**config.mk**
```make
export PLATFORM = sky130hd
export DESIGN_NAME = instr_packer_flat
export DESIGN_NICKNAME = d
export VERILOG_FILES = /design/src/rtl/power_isa_pkg.sv /design/src/rtl/instr_packer_if.sv /design/src/rtl/instr_packer.sv /design/src/flat_wrapper.sv
export SDC_FILE = /design/constraint.sdc
export NUM_CORES = 1
export LEC_CHECK = 0
export CAP_MARGIN = 20
export CORE_MARGIN = 2
export CORE_UTILIZATION = 53
export DETAILED_ROUTE_END_ITERATION = 10
export GPL_TIMING_DRIVEN = 0
export PLACE_DENSITY = 0.88
export SKIP_LAST_GASP = 1
export SLEW_MARGIN = 20
export SYNTH_ARGS = -nofsm -noshare
export SYNTH_HDL_FRONTEND = slang
export SYNTH_SLANG_ARGS = --single-unit
export TNS_END_PERCENT = 1
```
**constraint.sdc**
```tcl
create_clock -name i_clk -period 5.6 [get_ports i_clk]
set_input_delay 0.56 -clock i_clk [delete_from_list [all_inputs] [get_ports i_clk]]
set_output_delay 0.56 -clock i_clk [all_outputs]
set_load 0.01 [all_outputs]
```
**src/rtl/power_isa_pkg.sv**
```systemverilog
// Shared Power ISA decode definitions: prefix opcode and the packer state encoding.
package power_isa_pkg;

   localparam logic [5:0] PREFIX_OPC_DEFAULT = 6'b100000;

   typedef enum logic [1:0] {
      S_EMPTY  = 2'd0,
      S_PREFIX = 2'd1,
      S_OUT    = 2'd2
   } pack_state_e;

   function automatic logic is_prefix_opc(input logic [31:0] word, input logic [5:0] opc);
      return word[5:0] == opc;
   endfunction

endpackage

```
**src/rtl/instr_packer_if.sv**
```systemverilog
// Upstream word handshake and downstream packed-instruction handshake of the packer.
interface instr_packer_if;
   logic        i_word_valid;
   logic [31:0] i_word;
   logic        o_word_ready;
   logic        o_instr_valid;
   logic [63:0] o_instr;
   logic        o_is_prefixed;
   logic        o_align_err;
   logic        i_instr_ready;

   modport slave (
      input  i_word_valid, i_word, i_instr_ready,
      output o_word_ready, o_instr_valid, o_instr, o_is_prefixed, o_align_err
   );

   modport master (
      output i_word_valid, i_word, i_instr_ready,
      input  o_word_ready, o_instr_valid, o_instr, o_is_prefixed, o_align_err
   );
endinterface

```
**src/rtl/instr_packer.sv**
```systemverilog
// Joins a 32-bit prefix word with its suffix into one 64-bit instruction for decode,
// flagging prefixes that sit in the last word of a 64-byte block.
module instr_packer
   import power_isa_pkg::*;
#(
   parameter logic [5:0] PREFIX_OPC = PREFIX_OPC_DEFAULT
) (
   input  logic                  i_clk,
   input  logic                  i_rst,
   input  logic                  i_en,
   input  logic                  i_flush,
   input  logic [3:0]            i_flush_idx,
   instr_packer_if.slave         bus
);

   pack_state_e state_q, state_d;
   logic [3:0]  idx_q, idx_d;
   logic [31:0] prefix_q, prefix_d;
   logic [63:0] instr_q, instr_d;
   logic        is_pref_q, is_pref_d;
   logic        align_q, align_d;
   logic        accept;

   // Ready is held low during reset so nothing is taken while state is being cleared.
   assign bus.o_word_ready  = ~i_rst & i_en & ~i_flush &
                              ((state_q != S_OUT) | bus.i_instr_ready);
   assign bus.o_instr_valid = i_en & (state_q == S_OUT);
   assign bus.o_instr       = instr_q;
   assign bus.o_is_prefixed = is_pref_q;
   assign bus.o_align_err   = align_q;

   assign accept = bus.i_word_valid & bus.o_word_ready;

   always_comb begin
      state_d   = state_q;
      idx_d     = idx_q;
      prefix_d  = prefix_q;
      instr_d   = instr_q;
      is_pref_d = is_pref_q;
      align_d   = align_q;
      if (i_flush) begin
         state_d = S_EMPTY;
         idx_d   = i_flush_idx;
      end else if (i_en) begin
         if (accept) begin
            idx_d = idx_q + 4'd1;
            if (state_q == S_PREFIX) begin
               // Suffix is taken as-is, whatever its opcode.
               instr_d   = {bus.i_word, prefix_q};
               is_pref_d = 1'b1;
               align_d   = 1'b0;
               state_d   = S_OUT;
            end else if (is_prefix_opc(bus.i_word, PREFIX_OPC)) begin
               if (idx_q == 4'd15) begin
                  instr_d   = {32'b0, bus.i_word};
                  is_pref_d = 1'b1;
                  align_d   = 1'b1;
                  state_d   = S_OUT;
               end else begin
                  prefix_d = bus.i_word;
                  state_d  = S_PREFIX;
               end
            end else begin
               instr_d   = {32'b0, bus.i_word};
               is_pref_d = 1'b0;
               align_d   = 1'b0;
               state_d   = S_OUT;
            end
         end else if ((state_q == S_OUT) && bus.i_instr_ready) begin
            state_d = S_EMPTY;
         end
      end
   end

   always_ff @(posedge i_clk or posedge i_rst) begin
      if (i_rst) begin
         state_q   <= S_EMPTY;
         idx_q     <= 4'd0;
         prefix_q  <= 32'b0;
         instr_q   <= 64'b0;
         is_pref_q <= 1'b0;
         align_q   <= 1'b0;
      end else begin
         state_q   <= state_d;
         idx_q     <= idx_d;
         prefix_q  <= prefix_d;
         instr_q   <= instr_d;
         is_pref_q <= is_pref_d;
         align_q   <= align_d;
      end
   end

endmodule

```
**src/flat_wrapper.sv**
```systemverilog
// flat-port wrapper written by rule: the top's interface ports become plain ports
module instr_packer_flat import power_isa_pkg::*;
#(
   parameter logic [5:0] PREFIX_OPC = PREFIX_OPC_DEFAULT
)
  (i_clk, i_rst, i_en, i_flush, i_flush_idx, bus_i_word_valid, bus_i_word, bus_i_instr_ready, bus_o_word_ready, bus_o_instr_valid, bus_o_instr, bus_o_is_prefixed, bus_o_align_err);
  instr_packer_if bus_i ();
  input  logic i_clk;
  input  logic i_rst;
  input  logic i_en;
  input  logic i_flush;
  input  logic [3:0] i_flush_idx;
  input wire logic [$bits(bus_i.i_word_valid)-1:0] bus_i_word_valid;
  input wire logic [$bits(bus_i.i_word)-1:0] bus_i_word;
  input wire logic [$bits(bus_i.i_instr_ready)-1:0] bus_i_instr_ready;
  output wire logic [$bits(bus_i.o_word_ready)-1:0] bus_o_word_ready;
  output wire logic [$bits(bus_i.o_instr_valid)-1:0] bus_o_instr_valid;
  output wire logic [$bits(bus_i.o_instr)-1:0] bus_o_instr;
  output wire logic [$bits(bus_i.o_is_prefixed)-1:0] bus_o_is_prefixed;
  output wire logic [$bits(bus_i.o_align_err)-1:0] bus_o_align_err;
  assign bus_i.i_word_valid = bus_i_word_valid;
  assign bus_i.i_word = bus_i_word;
  assign bus_i.i_instr_ready = bus_i_instr_ready;
  assign bus_o_word_ready = bus_i.o_word_ready;
  assign bus_o_instr_valid = bus_i.o_instr_valid;
  assign bus_o_instr = bus_i.o_instr;
  assign bus_o_is_prefixed = bus_i.o_is_prefixed;
  assign bus_o_align_err = bus_i.o_align_err;
  instr_packer #(.PREFIX_OPC(PREFIX_OPC)) u_core (.i_clk(i_clk), .i_rst(i_rst), .i_en(i_en), .i_flush(i_flush), .i_flush_idx(i_flush_idx), .bus(bus_i));
endmodule
```
==> metrics.log, run 1 <==
INFO  metric run_status = completed
INFO  metric rsz0062_at_grt = no
INFO  metric clock_tree.buffer_depth = 2
INFO  metric drv_cap = 0
INFO  metric critPathArrivalTime = 2050 ps
INFO  metric postSynthRegisterBits = 104
INFO  metric antenna_found_initial = 0
INFO  metric fp-row-count = 33
INFO  metric synthSimpleGateAreaFrac = around 8.5%
INFO  metric reg2reg_depth = 5
INFO  metric async_flop_share = 100.0%
INFO  metric antenna_left = 0
INFO  metric area_growth_syn_to_layout = 32.48%
INFO  metric timing_hold_violations_final = 0
INFO  metric worstPathMaxFanout = 5
INFO  metric num_vias = 3,028
INFO  metric p_leak = 3.128 nW
INFO  metric first_global_vias = about 3.2k
INFO  metric worst_path_max_delay_cell = clkdlybuf4s50_1
INFO  metric start_util = 54.95%
INFO  metric worstSkewPairLatency = 360 ps
INFO  metric fin_setup_tns = 0 ps
INFO  metric grt_usage = a little under a quarter
INFO  metric placement.setup.worst_slack = 2870 ps
INFO  metric compound_gate_portion_of_the_synthesized_area = 6.920%
INFO  metric routed_wirelength = 10.01 mm
INFO  metric synth_top_family_by_area = multiplexers
INFO  metric sequential_element_share_of_the_synthesized_area = a little under three fifths
INFO  metric count_of_flip_flops_with_a_built_in_enable_after_synthesis = 0
INFO  metric synth.avg_cell_area = ~14 um^2
INFO  metric post-layout-total-power = between 0.0015 and 0.002 W
INFO  metric clkSlewWorstSetupHoldPaths = around 90 ps
INFO  metric post_cts_hold_buffer_count = 0
INFO  metric layout-drive-gt1-share = about a fifth
INFO  metric nets = approximately 500
INFO  metric firstDrtPassIters = 4
INFO  metric report.final.setup_viol = 0
INFO  metric die-area = about 9300 um^2
INFO  metric top_usage_layer = met2
INFO  metric netlist_area = about 4500 um^2
INFO  metric cp.required = a little over 5000 ps
INFO  metric end_point_of_the_worst_hold_path = u_core.idx_q[2]
INFO  metric max_slew_margin = between 60% and 70%
INFO  metric maximum_number_of_pins_on_one_net_before_global_route_repair = 77
INFO  metric post-route-worst-setup-slack = around 3000 ps
INFO  metric initialDrtViolationCount = approximately 100
INFO  metric netlist-cell-type-count = 36
INFO  metric fmax = roughly 0.38 GHz
INFO  metric final_util = between 70% and 80%
INFO  metric route.detailed.drc = 0
INFO  metric post_drt_via_cell_ratio = 5.427
INFO  metric yosys.area_share.xor_xnor = less than 1%
INFO  metric grt_util_met3 = under 10%
INFO  metric clk_root_buffer_cell = clkbuf_8
INFO  metric cts-htree-levels = 3
INFO  metric max_slew.worst_pin.slew = 593.7 ps
INFO  metric cts_tree = yes
INFO  metric post_synth_inst_count = approximately 330
INFO  metric finish.cell_count_without_fillers = between 500 and 600
INFO  metric gr-total-overflow = 0
INFO  metric place.detailed.hpwl = 7.158 mm
INFO  metric synth_warnings = 0
INFO  metric end_kind = primary output
INFO  metric ctsResizeCount = 0
INFO  metric path_buf_inv = 2
INFO  metric synth-main-ff-cell = dfrtp_1
INFO  metric layout_worst_path_cycle_share = 46.69%
INFO  metric critPathLaunchType = primary input
INFO  metric grt_pass1_wl = 15.73 mm
INFO  metric largest_delay_share_family_worst_path = buffers and inverters
INFO  metric critical_path.max_stage_delay = roughly 480 ps
INFO  metric min_from = i_flush
INFO  metric cts_sinks = approximately 100
INFO  metric die_y = between 90 and 100 um
INFO  metric crit_type = primary input to primary output
INFO  metric holdCritPathClass = primary input to flop
INFO  metric synth_adder_area_share = less than 1%
INFO  metric worst_clock_skew = 18.69 ps
INFO  metric regToRegStartpoint = u_core.state_q[0]
INFO  metric minimum_clock_period = 2614 ps
INFO  metric rr_endpoint = u_core.bus.o_instr[16]
INFO  metric gpl.final_weighted_congestion = 0.7648
INFO  metric ir_drop = approximately 180 uV
INFO  metric reg2reg_setup_slack = around 3500 ps
INFO  metric path_common_cell = clkdlybuf4s50_1
INFO  metric placedCellCount = 543
INFO  metric worstPathCellList = clkdlybuf4s50_1 -> or3b_4 -> nor4b_1 -> clkdlybuf4s50_1
INFO  metric antenna-diode-count = 0
INFO  metric port_buffers = about 110
INFO  metric coreArea = between 8000 and 9000 um^2
INFO  metric routed_wl_per_cell = around 18 um
INFO  metric total_nets_after_synthesis = around 370
INFO  metric power_per_cell_area = between 200 and 300 nW/um^2
INFO  metric cell_depth_of_the_worst_hold_path = 2
INFO  metric synth_mux_area_share = 23.05%
INFO  metric post-cts-setup-buffer-count = 0
INFO  metric met1_usage = a little under 30%
INFO  metric final_max_slew_viol_count = 0
INFO  metric die_width = slightly below 100 um
INFO  metric ioPinCount = 110
INFO  metric cts_inserted_buffers = 9
INFO  metric fraction_of_met2_tracks_used_by_global_routing = 39.24%
-- cells in the final DEF, fill, tap and decap left out, drive strengths merged, types with 2 or more instances in the layout --
cell,n
mux2,92
o21ai,4
nand3,3
buf,15
nor2,2
inv,2
nor2b,7
and3,33
clkdlybuf4s50,108
xnor2,2
dfrtp,104
a21o,33
nand2b,2
a21oi,2
clkbuf,20
clkinv,2
bufinv,2
nand2,5
-- cells in the mapped netlist (3+ instances only) --
library cell | count | area (um^2)
mux2_1 | 43 | 484.2
and3_1 | 33 | 206.5
a21o_1 | 33 | 247.7
nand2_1 | 4 | 15.01
mux2_2 | 49 | 551.8
o21ai_0 | 3 | 15.01
nor2b_1 | 7 | 43.79
clkbuf_1 | 8 | 30.03
buf_6 | 5 | 56.30
nand3_1 | 3 | 15.01
buf_2 | 7 | 35.03
dfrtp_1 | 104 | 2603
-- sequential cells by signal, summed over array words and instances, names as in the netlist --
| name | cells |
|---|---|
| u_core.bus.o_align_err | 1 |
| u_core.bus.o_instr | 64 |
| u_core.bus.o_is_prefixed | 1 |
| u_core.idx_q | 4 |
| u_core.prefix_q | 32 |
| u_core.state_q | 2 |
-- routing by layer --
layer | share of wire [%] | wire length (um) | up-vias
met5 | 0 | 0 | -
met1 | 43 | 4292 | 1539
met3 | 3.9 | 389 | 14
li1 | - | - | 1400
met2 | 52 | 5201 | 75
met4 | 1.3 | 127 | 0
-- worst reg2reg max path, stage by stage, from the launching register on --
cell and delay (ps):
dfrtp_1 400, nor2b_1 140, clkbuf_1 240, clkbuf_1 500, mux2_2 410, mux2_1 300
-- worst max-delay path by stage --
stage                           start                endpoint  slack [ps]  cells after the start
CTS                 bus_i_instr_ready        bus_o_word_ready        2990                      4
finish              bus_i_instr_ready        bus_o_word_ready        2990                      4
global route        bus_i_instr_ready        bus_o_word_ready        2940                      4
floorplan                       i_rst  u_core.bus.o_align_err        2310                      1
detailed placement              i_rst     u_core.prefix_q[26]        2870                      6
global placement                i_rst  u_core.bus.o_instr[18]         790                      2
-- logic make-up (layout without fill, tap and decap cells) --
kind of cell             after synthesis  count (layout)
flip-flops                           104             104
multiplexers                          93              93
AND/OR/NAND/NOR                       60              60
AO/OA/AOI/OAI                         43              43
buffers and inverters                 25             149
XOR/XNOR                               3               3
adder cells (fa/ha/maj)                1               1
-- power by group --
| part | leakage [nW] | switching (W) | internal (W) | total, W |
|---|---|---|---|---|
| combinational | 1.63 | 0.000106 | 0.000169 | 0.000275 |
| sequential | 1.38 | 0.0000360 | 0.000811 | 0.000847 |
| clock | 0.116 | 0.000246 | 0.000276 | 0.000521 |
-- through the flow --
| stage | hold WS [ps] | area (um^2) |
|---|---|---|
| floorplan | 435.4 | 4538 |
| global placement | 450.4 | 5751 |
| detailed placement | 461.3 | 5783 |
| CTS | 422.2 | 6012 |
| global route | 420.6 | 6012 |
| finish | 436.2 | 6012 |
-- final cells by class --
cell class / instances / area (um^2)
plain buffers: 23 / 141.4
clock buffers: 11 / 151.4
clock inverters: 4 / 77.57
fillers: 572 / 2246
inverters: 2 / 12.51
multi-input cells: 200 / 1787
flip-flops and latches: 104 / 2603
well taps: 105 / 131.4
repair buffers: 109 / 1109
Power figures use the tool's default switching activity.
==> run 2, diff against run 1 <==
CORE_UTILIZATION = 49   (was 53)
PLACE_DENSITY = 0.82   (was 0.88)
clock period = 2.7 ns   (was 5.6 ns; I/O delays follow)
==> run 2 against run 1 <==
Sequential power increased by 110%. Sequential share of layout area decreased by 0.090 points. Final area increased by 0.21%. Largest power group unchanged. Via count increased by 0.17%. Clock-buffer cell count decreased by 2. First-iteration DRC count decreased by 27%. Clock skew decreased by 8.3 ps. Non-clock buffer count increased by 2. Register-to-register slack got worse by 3000 ps.
==> metrics.log, run 2 (same netlist as run 1, synthesis figures left out) <==
INFO  metric run_status = completed
INFO  metric fp-row-count = 35 (+6.1%)
INFO  metric post_cts_hold_buffer_count = 0 (unchanged)
INFO  metric placement.setup.worst_slack = 185.5 ps (-2685 ps)
INFO  metric cts_tree = yes
INFO  metric reg2reg_setup_slack = 550 ps (-2960 ps)
INFO  metric nets = 494 (+0.41%)
INFO  metric route.detailed.drc = 0 (unchanged)
INFO  metric firstDrtPassIters = 4 (unchanged)
INFO  metric die-area = 10,050 um^2 (+7.8%)
INFO  metric antenna_left = 0 (unchanged)
INFO  metric worst_path_max_delay_cell = clkdlybuf4s50_1
INFO  metric ir_drop = 277.0 uV (+52%)
INFO  metric final_max_slew_viol_count = 0 (unchanged)
INFO  metric reg2reg_depth = 5 (unchanged)
INFO  metric grt_util_met3 = 4.457% (+0.73 points)
INFO  metric gpl.final_weighted_congestion = 0.7539 (-1.4%)
INFO  metric critPathLaunchType = flop
INFO  metric largest_register_ffs = 64 (unchanged)
INFO  metric area_growth_syn_to_layout = 32.75%
INFO  metric minimum_clock_period = roughly 2200 ps
INFO  metric p_leak = 3.127 nW (about the same)
INFO  metric start_util = 49.82% (-5.1 points)
INFO  metric post_drt_via_cell_ratio = 5.349 (-1.4%)
INFO  metric drv_cap = 0 (unchanged)
INFO  metric layout-drive-gt1-share = 20.18% (+0.53 points)
INFO  metric end_kind = primary output
INFO  metric regToRegStartpoint = u_core.state_q[0]
INFO  metric setup.worst_path.start = u_core.state_q[1]
INFO  metric power_per_cell_area = 554.0 nW/um^2 (+100%)
INFO  metric clkSlewWorstSetupHoldPaths = 100 ps (about the same)
INFO  metric port_buffers = 108 (unchanged)
INFO  metric finish.cell_count_without_fillers = 567 (+1.6%)
INFO  metric ctsResizeCount = 0 (unchanged)
INFO  metric worst_clock_skew = 10.42 ps (-8.271 ps)
INFO  metric antenna_found_initial = 0 (unchanged)
INFO  metric crit_path_end = bus_o_word_ready
INFO  metric cts-htree-levels = 3 (unchanged)
INFO  metric clock_tree.buffer_depth = 2 (unchanged)
INFO  metric grt_pass1_wl = 16.59 mm (+5.5%)
INFO  metric detailed_place.area = 5822 um^2 (+0.67%)
INFO  metric worstSkewPairLatency = 370 ps (about the same)
INFO  metric nFillCells = 703 (+23%)
INFO  metric die_y = 100.2 um (+3.8%)
INFO  metric post-route-worst-setup-slack = 526.9 ps (-2459 ps)
INFO  metric ioPinCount = 110 (unchanged)
INFO  metric fraction_of_met2_tracks_used_by_global_routing = 36.86% (-2.4 points)
INFO  metric antenna-diode-count = 0 (unchanged)
INFO  metric num_vias = 3,033 (+0.17%)
INFO  metric coreArea = 9109 um^2 (+10%)
INFO  metric critical_path.max_stage_delay = 600 ps (+120 ps)
INFO  metric cts_sinks = 104 (unchanged)
INFO  metric top_usage_layer = met2
INFO  metric met1_usage = 26.61% (-2.6 points)
INFO  metric rsz0062_at_grt = no
INFO  metric holdCritPathClass = primary input to flop
INFO  metric routed_wl_per_cell = 17.93 um (about the same)
INFO  metric clk_root_buffer_cell = clkbuf_8
INFO  metric routed_wirelength = 10.17 mm (+1.6%)
INFO  metric timing_hold_violations_final = 0 (unchanged)
INFO  metric report.final.setup_viol = 0 (unchanged)
INFO  metric final_common_cell = clkdlybuf4s50_1
INFO  metric cts_inserted_buffers = 9 (unchanged)
INFO  metric first_global_vias = 3,389 (+6.8%)
INFO  metric die_width = 100.2 um (+3.8%)
INFO  metric worstPathCellList = or3b_4 -> nor4b_1 -> clkdlybuf4s50_1
INFO  metric grt_usage = 21.45% (-1.2 points)
INFO  metric post-cts-setup-buffer-count = 0 (unchanged)
INFO  metric gr-total-overflow = 0 (unchanged)
INFO  metric max_slew.worst_pin.slew = 618.7 ps (+24.94 ps)
INFO  metric fin_setup_tns = 0 ps (unchanged)
INFO  metric placedCellCount = 551 (+1.5%)
INFO  metric maximum_number_of_pins_on_one_net_before_global_route_repair = 36 (-53%)
INFO  metric layout_worst_path_cycle_share = 80.49%
INFO  metric post-route-cell-area = 6025 um^2 (+0.21%)
INFO  metric place.detailed.hpwl = 7.468 mm (+4.3%)
INFO  metric layout_common_cells = clkdlybuf4s50_1 (108), dfrtp_1 (104), mux2_2 (49)
INFO  metric rr_endpoint = u_core.bus.o_instr[6]
INFO  metric post-layout-total-power = 0.003338 W (+100%)
INFO  metric crit_type = flop to primary output
INFO  metric worstPathMaxFanout = 5 (unchanged)
INFO  metric critPathArrivalTime = 1900 ps (-150 ps)
INFO  metric initialDrtViolationCount = 75 (-27%)
INFO  metric max_slew_margin = 58.76% (-1.7 points)
INFO  metric cp.required = 2430 ps (-2610 ps)
INFO  metric fmax = around 0.46 GHz
run 2: changes by cell type in the layout (fill, tap and decap cells not counted), sizes merged:
cell | before | now
clkinvlp | 0 | 1
inv | 2 | 3
clkbuf | 20 | 18
bufinv | 2 | 1
clkinv | 2 | 4
buf | 15 | 17
run 2: how the worst min path moves through the flow:
stage / start / end / slack, ps / depth (start not counted)
final: i_flush / u_core.idx_q[1] / 140 / 2
after global routing: i_flush / u_core.idx_q[1] / 140 / 2
after CTS: i_flush / u_core.idx_q[1] / 130 / 2
after detailed placement: u_core.prefix_q[5] / u_core.prefix_q[5] / 450 / 1
after global placement: u_core.prefix_q[5] / u_core.prefix_q[5] / 450 / 1
after floorplan: i_flush_idx[2] / u_core.idx_q[2] / 390 / 2
run 2: through the flow:
stage / util [%] / hold slack (ps)
5_1_grt: 66.14 / 140.0
3_5_place_dp: 63.91 / 452.1
4_1_cts: 66.14 / 130.7
2_1_floorplan: - / 386.8
3_3_place_gp: 63.26 / 448.1
6_report: 66.14 / 139.9
run 2: layout make-up:
cell class	instances	area [um^2]	area share, %
Timing Repair Buffer	111	1141	18.94
Buffer	23	141.4	2.347
Multi-Input combinational cell	200	1787	29.66
Clock buffer	9	123.9	2.056
Sequential cell	104	2603	43.20
Inverter	2	11.26	0.1869
Clock inverter	7	78.83	1.308
Tap cell	111	138.9	2.305
run 2: layer usage:
metal | up-vias | wire [um]
met2 | 63 | 5205
met5 | - | 0
met4 | 0 | 204
met1 | 1540 | 4372
met3 | 16 | 386
li1 | 1414 | -
run 2: power breakdown:
part | total [W] | internal (W) | switching [W]
Sequential | 0.00175 | 0.00168 | 0.0000707
Combinational | 0.000576 | 0.000356 | 0.000220
Clock | 0.00101 | 0.000439 | 0.000569
Total | 0.00334 | 0.00248 | 0.000859
run 2: worst max-delay path, delay by kind of cell, from the launching register on:
kind                   cells  cell delay, ps
and+or+nand+nor            2             520
buffers and inverters      1             600
DFF                        1             420
==> run 3, diff against run 2 <==
CORE_UTILIZATION = 45   (was 49)
PLACE_DENSITY = 0.8   (was 0.82)
clock period = 1.9 ns   (was 2.7 ns; I/O delays follow)
==> run 3 against run 2 <==
Core utilization fell by 3.7 points. Global-route usage fell by 2.2 points. Final area rose by 1.3%. Clock power rose by 23%. Non-clock buffer count rose by 8. Sequential power rose by 43%. Sequential share of layout area fell by 0.58 points. Power rose by 37%. Routed wire length rose by 1.7%. Largest power group unchanged.
==> metrics.log, run 3 (same netlist as run 1, synthesis figures left out) <==
INFO  metric run_status = completed
INFO  metric final_common_cell = clkdlybuf4s50_1
INFO  metric worst_clock_skew = 12.65 ps (+2.233 ps)
INFO  metric gpl.final_weighted_congestion = 0.7859 (+4.2%)
INFO  metric firstDrtPassIters = 4 (unchanged)
INFO  metric fmax = between 0.5 and 0.6 GHz
INFO  metric critical_path.max_stage_delay = 450 ps (-150 ps)
INFO  metric cts_sinks = 104 (unchanged)
INFO  metric area_taken_by_flip_flops_and_latches = 2603 um^2 (unchanged)
INFO  metric timing_hold_violations_final = 0 (unchanged)
INFO  metric layout_worst_path_cycle_share = 99.65%
INFO  metric critPathLaunchType = flop
INFO  metric nFillCells = 791 (+13%)
INFO  metric die_y = 104.4 um (+4.2%)
INFO  metric post_drt_via_cell_ratio = 5.210 (-2.6%)
INFO  metric report.final.setup_viol = 0 (unchanged)
INFO  metric routed_wirelength = 10.34 mm (+1.7%)
INFO  metric end_kind = flop
INFO  metric antenna_found_initial = 0 (unchanged)
INFO  metric first_global_vias = 3,173 (-6.4%)
INFO  metric clkSlewWorstSetupHoldPaths = 100 ps (about the same)
INFO  metric layout_common_cells = clkdlybuf4s50_1 (107), dfrtp_1 (104), mux2_2 (49)
INFO  metric area_growth_syn_to_layout = 34.55%
INFO  metric power_per_cell_area = 747.7 nW/um^2 (+35%)
INFO  metric critPathArrivalTime = 2150 ps (+250 ps)
INFO  metric finish.cell_count_without_fillers = 596 (+5.1%)
INFO  metric cp.required = 2160 ps (-270 ps)
INFO  metric final_max_slew_viol_count = 0 (unchanged)
INFO  metric initialDrtViolationCount = 78 (+4.0%)
INFO  metric detailed_place.area = 5849 um^2 (+0.47%)
INFO  metric max_slew_margin = 67.45% (+8.7 points)
INFO  metric min_from = i_flush
INFO  metric minimum_clock_period = about 1900 ps
INFO  metric place.detailed.hpwl = 7.409 mm (-0.79%)
INFO  metric worst_path_max_delay_cell = or3b_4
INFO  metric fp-row-count = 36 (+2.9%)
INFO  metric placedCellCount = 573 (+4.0%)
INFO  metric post_cts_hold_buffer_count = 0 (unchanged)
INFO  metric holdCritPathClass = primary input to flop
INFO  metric cts_tree = yes
INFO  metric path_buf_inv = 2 (+1)
INFO  metric rsz0062_at_grt = yes
INFO  metric setup.worst_path.start = u_core.state_q[0]
INFO  metric clk_root_buffer_cell = clkbuf_8
INFO  metric area_of_combinational_cells_with_multiple_inputs = 1789 um^2 (+0.14%)
INFO  metric path_common_cell = buf_2
INFO  metric maximum_number_of_pins_on_one_net_before_global_route_repair = 32 (-11%)
INFO  metric largest_delay_share_family_worst_path = simple AND/OR/NAND/NOR gates
INFO  metric start_util = 46.43% (-3.4 points)
INFO  metric routed_wl_per_cell = 17.35 um (-3.2%)
INFO  metric die-area = 10,900 um^2 (+8.5%)
INFO  metric antenna-diode-count = 0 (unchanged)
INFO  metric num_vias = 3,105 (+2.4%)
INFO  metric p_leak = 3.170 nW (+1.4%)
INFO  metric die_width = 104.4 um (+4.2%)
INFO  metric crit_type = flop to flop
INFO  metric ir_drop = 369.3 uV (+33%)
INFO  metric post-route-cell-area = 6106 um^2 (+1.3%)
INFO  metric max_slew.worst_pin.slew = 487.2 ps (-131.5 ps)
INFO  metric grt_usage = 19.28% (-2.2 points)
INFO  metric route.detailed.drc = 0 (unchanged)
INFO  metric coreArea = 9774 um^2 (+7.3%)
INFO  metric cts-htree-levels = 3 (unchanged)
INFO  metric regToRegStartpoint = u_core.state_q[0]
INFO  metric layout-drive-gt1-share = 22.68% (+2.5 points)
INFO  metric clock_tree.buffer_depth = 2 (unchanged)
INFO  metric nets = 502 (+1.6%)
INFO  metric antenna_left = 0 (unchanged)
INFO  metric ioPinCount = 110 (unchanged)
INFO  metric worstPathCellList = or3b_4 -> and2_4 -> buf_2 -> buf_2 -> and3_1 -> a21o_1
INFO  metric worstPathMaxFanout = 10 (+5)
INFO  metric port_buffers = 108 (unchanged)
INFO  metric grt_pass1_wl = 16.57 mm (-0.13%)
INFO  metric worstSkewPairLatency = 360 ps (about the same)
INFO  metric cts_inserted_buffers = 9 (unchanged)
INFO  metric gr-total-overflow = 0 (unchanged)
INFO  metric drv_cap = 0 (unchanged)
INFO  metric final_util = 62.47% (-3.7 points)
INFO  metric largest_register_ffs = 64 (unchanged)
## run 3: final cells by class
| type | instances | area share (%) |
|---|---|---|
| Inverter | 2 | 0.1844 |
| Buffer | 23 | 2.746 |
| Timing Repair Buffer | 119 | 19.61 |
| Tap cell | 133 | 2.725 |
| Sequential cell | 104 | 42.62 |
| Multi-Input combinational cell | 200 | 29.30 |
| Clock inverter | 5 | 0.5533 |
| Clock buffer | 10 | 2.254 |
## run 3: stage by stage
stage               setup TNS (ps)  hold WS, ps  worst slack, ps  power [W]
finish                           0        54.95            6.707   0.004565
global route                 -1626        71.91           -60.10   0.004763
detailed placement          -30510        437.8           -438.5   0.003367
floorplan                        0        306.8            132.9   0.002847
CTS                          -3186        43.90           -102.7   0.004598
global placement            -89060        429.6           -576.6   0.003320
## run 3: power by group
group,internal (W),leakage [nW],switching [W]
combinational,0.000509,1.71,0.000316
sequential,0.00239,1.38,0.000104
clock,0.000503,0.0841,0.000741
total,0.00340,3.17,0.00116
## run 3: final timing paths
| check | to | slack (ps) | cells after the start |
|---|---|---|---|
| setup / recovery | u_core.bus.o_instr[38] | 7 | 6 |
| hold / removal | u_core.idx_q[2] | 50 | 2 |
| setup reg to reg | u_core.bus.o_instr[38] | 7 | 6 |
| hold reg to reg | u_core.prefix_q[5] | 480 | 1 |
| max in group asynchronous | u_core.bus.o_instr[51] | 900 | 4 |
| min in group asynchronous | u_core.idx_q[3] | 280 | 2 |
## run 3: timing repair
action,in CTS,in global routing
setup endpoints to repair,68,81
gates resized for setup,3,18
cloned,0,1
setup buffers,0,7
pin swaps,0,2
## run 3: worst register-to-register path, delay by kind of cell (launching register included)
family | cells | cell delay, ps
compound gates | 1 | 150
buf+inv | 2 | 400
flops | 1 | 430
simple gates | 3 | 810
## run 3: routing by layer
layer | vias to the layer above | global-route usage, % | routed length [um]
met5 | - | 0 | 0
met4 | 0 | 6.081 | 150
met3 | 13 | 4.825 | 599
met2 | 89 | 31.37 | 5034
met1 | 1565 | 25.42 | 4557
li1 | 1438 | - | -
